File: config.mk
export PLATFORM = sky130hd
export DESIGN_NAME = proc_datapath
export DESIGN_NICKNAME = d
export VERILOG_FILES = /design/src/rtl/proc_datapath.sv
export SDC_FILE = /design/constraint.sdc
export NUM_CORES = 1
export LEC_CHECK = 0
export ABC_CLOCK_PERIOD_IN_PS = 6610
export CAP_MARGIN = 20
export CORE_MARGIN = 5
export CORE_UTILIZATION = 42
export DETAILED_ROUTE_END_ITERATION = 8
export GPL_TIMING_DRIVEN = 0
export PLACE_DENSITY = 0.8
export SLEW_MARGIN = 20
export SYNTH_ARGS = -nofsm -noshare
export SYNTH_HDL_FRONTEND = slang
export SYNTH_SLANG_ARGS = --single-unit
File: constraint.sdc
create_clock -name clk -period 6.61 [get_ports clk]
set_input_delay 1.322 -clock clk [delete_from_list [all_inputs] [get_ports clk]]
set_output_delay 1.322 -clock clk [all_outputs]
set_load 0.1 [all_outputs]
File: src/rtl/proc_datapath.sv
// Processor datapath: shared bus, R0..R3, operand A, result G, adder/subtractor,
// sticky bus-contention flag and completed-instruction counter.
// Optional ALU flags are built when PROC_DP_FLAGS_EN is defined; otherwise the
// flag outputs are tied to zero and no flag logic exists.
module proc_datapath #(
  parameter int unsigned WIDTH = 8,
  parameter int unsigned CNT_W = 16
) (
  input  logic             clk,
  input  logic             rst,
  input  logic [WIDTH-1:0] din,
  input  logic [3:0]       Rin,
  input  logic [3:0]       Rout,
  input  logic             Ain,
  input  logic             Gin,
  input  logic             Gout,
  input  logic             addsub,
  input  logic             externx,
  input  logic             Done,
  output logic [WIDTH-1:0] bus,
  output logic [WIDTH-1:0] r0,
  output logic [WIDTH-1:0] r1,
  output logic [WIDTH-1:0] r2,
  output logic [WIDTH-1:0] r3,
  output logic [WIDTH-1:0] a_q,
  output logic [WIDTH-1:0] g_q,
  output logic             err,
  output logic [CNT_W-1:0] instr_cnt,
  output logic             flag_z,
  output logic             flag_c,
  output logic             flag_v
);

  localparam int unsigned NDRV = 6;
  localparam int unsigned MSB  = WIDTH - 1;

  logic [WIDTH-1:0] regs [4];
  logic [NDRV-1:0]  drv;
  logic             contention;
  logic [WIDTH-1:0] alu_res;

  assign r0 = regs[0];
  assign r1 = regs[1];
  assign r2 = regs[2];
  assign r3 = regs[3];

  // More than one bus driver active: clearing the lowest set bit leaves something
  assign drv        = {externx, Gout, Rout};
  assign contention = (drv & (drv - NDRV'(1))) != '0;

  // Fixed-priority bus mux; bus idles at zero
  always_comb begin
    bus = '0;
    if (externx)      bus = din;
    else if (Gout)    bus = g_q;
    else if (Rout[0]) bus = regs[0];
    else if (Rout[1]) bus = regs[1];
    else if (Rout[2]) bus = regs[2];
    else if (Rout[3]) bus = regs[3];
  end

`ifdef PROC_DP_FLAGS_EN
  logic [WIDTH:0] ext_sum;
  logic           carry_c;
  logic           ovf_c;

  // Extended add/sub so the carry/borrow bit is visible
  assign ext_sum = addsub ? ({1'b0, a_q} + {1'b0, bus}) : ({1'b0, a_q} - {1'b0, bus});
  assign alu_res = ext_sum[WIDTH-1:0];
  assign carry_c = addsub ? ext_sum[WIDTH] : ~ext_sum[WIDTH];
  assign ovf_c   = addsub ? ((a_q[MSB] == bus[MSB]) && (alu_res[MSB] != a_q[MSB]))
                          : ((a_q[MSB] != bus[MSB]) && (alu_res[MSB] != a_q[MSB]));

  // Flags follow every G load and hold otherwise
  always_ff @(posedge clk) begin
    if (!rst) begin
      flag_z <= 1'b0;
      flag_c <= 1'b0;
      flag_v <= 1'b0;
    end else if (Gin) begin
      flag_z <= (alu_res == '0);
      flag_c <= carry_c;
      flag_v <= ovf_c;
    end
  end
`else
  assign alu_res = addsub ? (a_q + bus) : (a_q - bus);
  assign flag_z  = 1'b0;
  assign flag_c  = 1'b0;
  assign flag_v  = 1'b0;
`endif

  // Register file, operand/result registers, error flag and counter
  always_ff @(posedge clk) begin
    if (!rst) begin
      for (int k = 0; k < 4; k++) regs[k] <= '0;
      a_q       <= '0;
      g_q       <= '0;
      err       <= 1'b0;
      instr_cnt <= '0;
    end else begin
      for (int k = 0; k < 4; k++) begin
        if (Rin[k]) regs[k] <= bus;
      end
      if (Ain)        a_q       <= bus;
      if (Gin)        g_q       <= alu_res;
      if (contention) err       <= 1'b1;
      if (Done)       instr_cnt <= instr_cnt + CNT_W'(1);
    end
  end

endmodule

[After elaboration in Yosys (flattened, before gate mapping)]
Memory sizes are Yosys's and may differ from the RTL's.
Cells that the tools add are included.
Storage, ports and cells
  output and inout port bits: 76
  logic and storage cells: 39
  input bits: 24
  memories: 1
  register bits after elaboration: 33
  memory bits (writable): 32
Cells by class
  reduce and logical (&&, ||, !) cells: 1
  add/subtract/negate cells: 4
  bitwise operators: 5
  multiplexer cells: 24
Memories
  regs: depth 4, width 8, read ports 4, clocked after memory_dff 0, write ports 4, RTL line 37  | logic [WIDTH-1:0] regs [4];
Operator list (count)
  $mux 8: 11
  $add 16x1->16 const B: 1
  $mux 1: 13
  $add 8x8->8: 1
  $sub 8x8->8: 1
  $and 6x6->6: 1
  $reduce_bool 6->1: 1
  $sub 6x1->6 const B: 1
  $or 1x1->1: 4

[Longest topological paths before layout]
An unclocked memory read counts as a cell.
  word-level depth: 9
  mapped depth: 16
  gate-level depth less buffers: 15

[Least setup slack after synthesis]
Ideal clock, no wire load.
  path type: input to register
  from: input port Rout[2]
  to: register g_q[7]
  cell stages on the path: 12
  setup slack: 2.131 ns
  arrival time: 4.340 ns
  required time: 6.471 ns
  buffers on the path: 1
  setup time: 0.139 ns
  cell sequence: clkbuf_1 -> a221oi_1 -> o31ai_1 -> nand2_1 -> inv_1 -> xnor2_1 -> ha_1 -> or4_1 -> a31oi_1 -> xnor3_1 -> xnor2_1 -> a21oi_1
On the way
  cells in the longest elaborated chain, start to end: 7
RTL lines
  start: declaration: RTL line 13  | input logic [3:0] Rout,
  $mux 8 (*): RTL line 58  | else if (Rout[2]) bus = regs[2];
  $mux 8 (*): RTL line 57  | else if (Rout[1]) bus = regs[1];
  $mux 8 (*): RTL line 56  | else if (Rout[0]) bus = regs[0];
  $mux 8 (*): RTL line 55  | else if (Gout) bus = g_q;
  $mux 8 (*): RTL line 54  | if (externx) bus = din;
  named net bus[5]: RTL line 20  | output logic [WIDTH-1:0] bus,
  $sub 8x8->8 / $add 8x8->8 (equally long branches): RTL line 87  | assign alu_res = addsub ? (a_q + bus) : (a_q - bus);
  $mux 8 (*): RTL line 87
  end signal: assignment: RTL line 106  | if (Gin) g_q <= alu_res;
  end: declaration: RTL line 26  | output logic [WIDTH-1:0] g_q,
Mark *: on every way through the listed nets, which the timed path passes. The rest lies on a longest branch.
A chain may end at the register's enable or synchronous reset.

[Worst setup path after layout]
  from: input port Rout[2]
  to: output port bus[5]
On the way
  cells in the longest elaborated chain, start to end: 5
RTL lines (RTL line)
  $mux 8: 58
  $mux 8: 57
  $mux 8: 56
  $mux 8: 55
  $mux 8: 54
  end: declaration: 20
No other way between the ends.

==> flow_summary.yaml <==
sta:
  rsz0062_at_grt: "no"
  fin_crit_sh_pct: 85.0
  slew_headroom_pct: 31.2
  hold_viol_final: 0
  fin_setup_tns_ps: 0
  maxSlewViolCount: 0
  hold_ws_ps: 517
  tightest_slew_ps: 1030
  skew_ps: 6.22
  fin_ws_ps: 990
  fin_crit_ps: 5620
  timing.fmax_ghz: 0.178
  setup_violations: 0
global_route:
  grt-ovfl-total: 0
  grt_util_met1_pct: 23.1
  antenna_found_initial: 0
  met3_usage_pct: 8.28
  grt_pass1_vias: 2912
  grt_max_degree: 12
  gr-max-usage-layer: "met2"
  grtUsageTotal_pct: 19.3
  grt_pass1_wl_um: 14900
  met2_usage_pct: 30.8
hold_path:
  holdCritStartpoint: "instr_cnt[7]$_SDFFE_PN0P_"
  min_path_cells: 2
  hold_end: "instr_cnt[7]$_SDFFE_PN0P_"
  hp-class: "reg -> reg"
routing:
  via_per_inst: 5.25
  via_count: 2829
  routedWlPerCell_um: 16.9
  drt-initial-drc-count: 162
  ant_nets: 0
  firstDrtPassIters: 5
  wl_um: 9120
  drc: 0
logic_synthesis:
  syn_avg_cell_area_sq_um: 10.2
  synthTopCellsByArea: "edfxtp_1, dfxtp_1, xnor2_1, nor2_1, mux2i_1"
  yosysMostFrequentCell: "nor2_1"
  synth_top_cell_by_area: "edfxtp_1"
  synth-seq-cells: 65
  synth-seq-area-share_pct: 48.9
  synthArstFlopShare_pct: 0
  synth_cells: 325
  synth_edf_count: 32
  synth.distinct_cells: 50
  syn-cell-area_sq_mm: 0.00331
  synth_ff_type: "dfxtp_1"
  yosysWarnings: 0
  synth.top_cells.by_count: "nor2_1, dfxtp_1, edfxtp_1"
  synth_top_cell_area_share_pct: 29.0
finish:
  final_layout_size_suffix_gt1_share_pct: 7.32
  final_core_util_pct: 59.6
  diodes: 0
  syn2layout_area_growth_pct: 38.1
  nNetsFinal: 466
outcome:
  status: "finished, final reports clean"
cts:
  cts_tree: "yes"
  cts_buffer_depth: 2
  htreeDepth: 3
  cts_setup_buffers: 0
  clock_latency_ps: 340
  clock_sinks: 65
  clk_pin_slew_ps: 70
  cts_hold_repair.buffers: 0
  cts_resized: 0
  numCtsBuffers: 9
  cts_root_buffer: "clkbuf_8"
setup_path:
  critPathLaunchType: "input pin"
  ff2ff_path_depth: 13
  required_ps: 5290
  regToRegSetupSlack_ps: 2950
  r2r-start: "regs[2][1]$_SDFFCE_PN0P_"
  worstSetupPathType: "in -> out"
  worstPathArrival_ps: 4300
  end_kind: "output port"
  cp_max_fo: 10
  r2r-end: "g_q[7]$_SDFFE_PN0P_"
flow_run:
  maxCapViolCount: 0
floorplanning:
  start_util_pct: 43.1
  io_pins: 100
  fp.coreArea_sq_mm: 0.00769
  die-width_um: 98.8
  rows: 32
  dieArea_sq_mm: 0.00977
  die_h_um: 98.8
power:
  power.total_uw: 1300
  ir_drop_v: 0.000140
  pwr_density_cell_mw_per_mm2: 283
  power_leakage_uw: 0.00183
placement:
  dp_slack_ps: 1000
  io_buffers: 94
  dp_hpwl_um: 6970
  gp_congestion: 0.893
final cells by class:
type	count	area, sq um
buffer	16	82.6
clock buffer	11	131
clock inverter	5	56.3
fill	673	3110
inverter	13	48.8
multi-input combinational	233	1570
sequential	65	1620
tap	102	128
timing repair buffer	94	941
critical path, stage by stage:
cell and delay (ps):
clkdlybuf4s50_1 480, clkbuf_1 380, a221oi_1 200, o31ai_1 300, nand2_1 260, inv_1 170, clkdlybuf4s50_1 1180
placed cells by master (no fill, tap or decap), types with 4 or more instances in the layout:
cell / count
a221oi_1: 6
nor2b_1: 15
inv_1: 8
xnor2_1: 21
nor2_1: 38
nand2_1: 20
clkbuf_8: 9
o21ai_0: 6
nand2b_1: 11
mux2i_1: 14
edfxtp_1: 32
o31ai_1: 7
dfxtp_1: 33
inv_2: 5
clkbuf_1: 10
and2_1: 14
ha_1: 9
o22ai_1: 8
a21oi_1: 12
nand4_1: 4
and3_1: 6
clkdlybuf4s50_1: 94
metrics by stage:
step           cell area (sq um)  instances
2_1_floorplan               3320        327
3_3_place_gp                4390        523
3_5_place_dp                4390        523
4_1_cts                     4580        539
5_1_grt                     4580        539
6_report                    4580        539
power by group:
part / leakage, uW / total [uW] / internal (uW) / switching [uW]
sequential: 0.000623 / 477 / 454 / 22.9
combinational: 0.00111 / 494 / 129 / 364
clock: 0.0000933 / 326 / 174 / 152
metal layers:
metal,vias up,wire length [um]
met2,139,4170
li1,1365,-
met4,0,190
met3,25,1110
met1,1300,3640
met5,-,0
how the worst max path moves through the flow:
stage,from,to,slack [ps],cells after the start
6_report,Rout[2],bus[5],990,7
3_5_place_dp,Rout[2],bus[2],1000,7
3_3_place_gp,Rout[2],bus[2],1030,7
4_1_cts,Rout[2],bus[2],990,7
5_1_grt,Rout[2],bus[5],760,7
2_1_floorplan,Rout[2],g_q[7]$_SDFFE_PN0P_,2130,12
state kept, by name (all words and copies together) (netlist names):
name       flops
a_q            8
err            1
g_q            8
instr_cnt     16
regs          32
cell families (layout without fill, tap and decap cells):
group,count (synthesis),count (layout),share of synthesized area (%)
XOR/XNOR,24,24,6.76
flip-flops,65,65,48.9
AND/OR/NAND/NOR,116,116,17.5
multiplexers,15,15,4.57
AO/OA/AOI/OAI,64,64,13.9
other,1,3,0.113
adder cells (fa/ha/maj),11,11,4.30
buffers and inverters,29,139,3.96
Power figures use the tool's default switching activity.
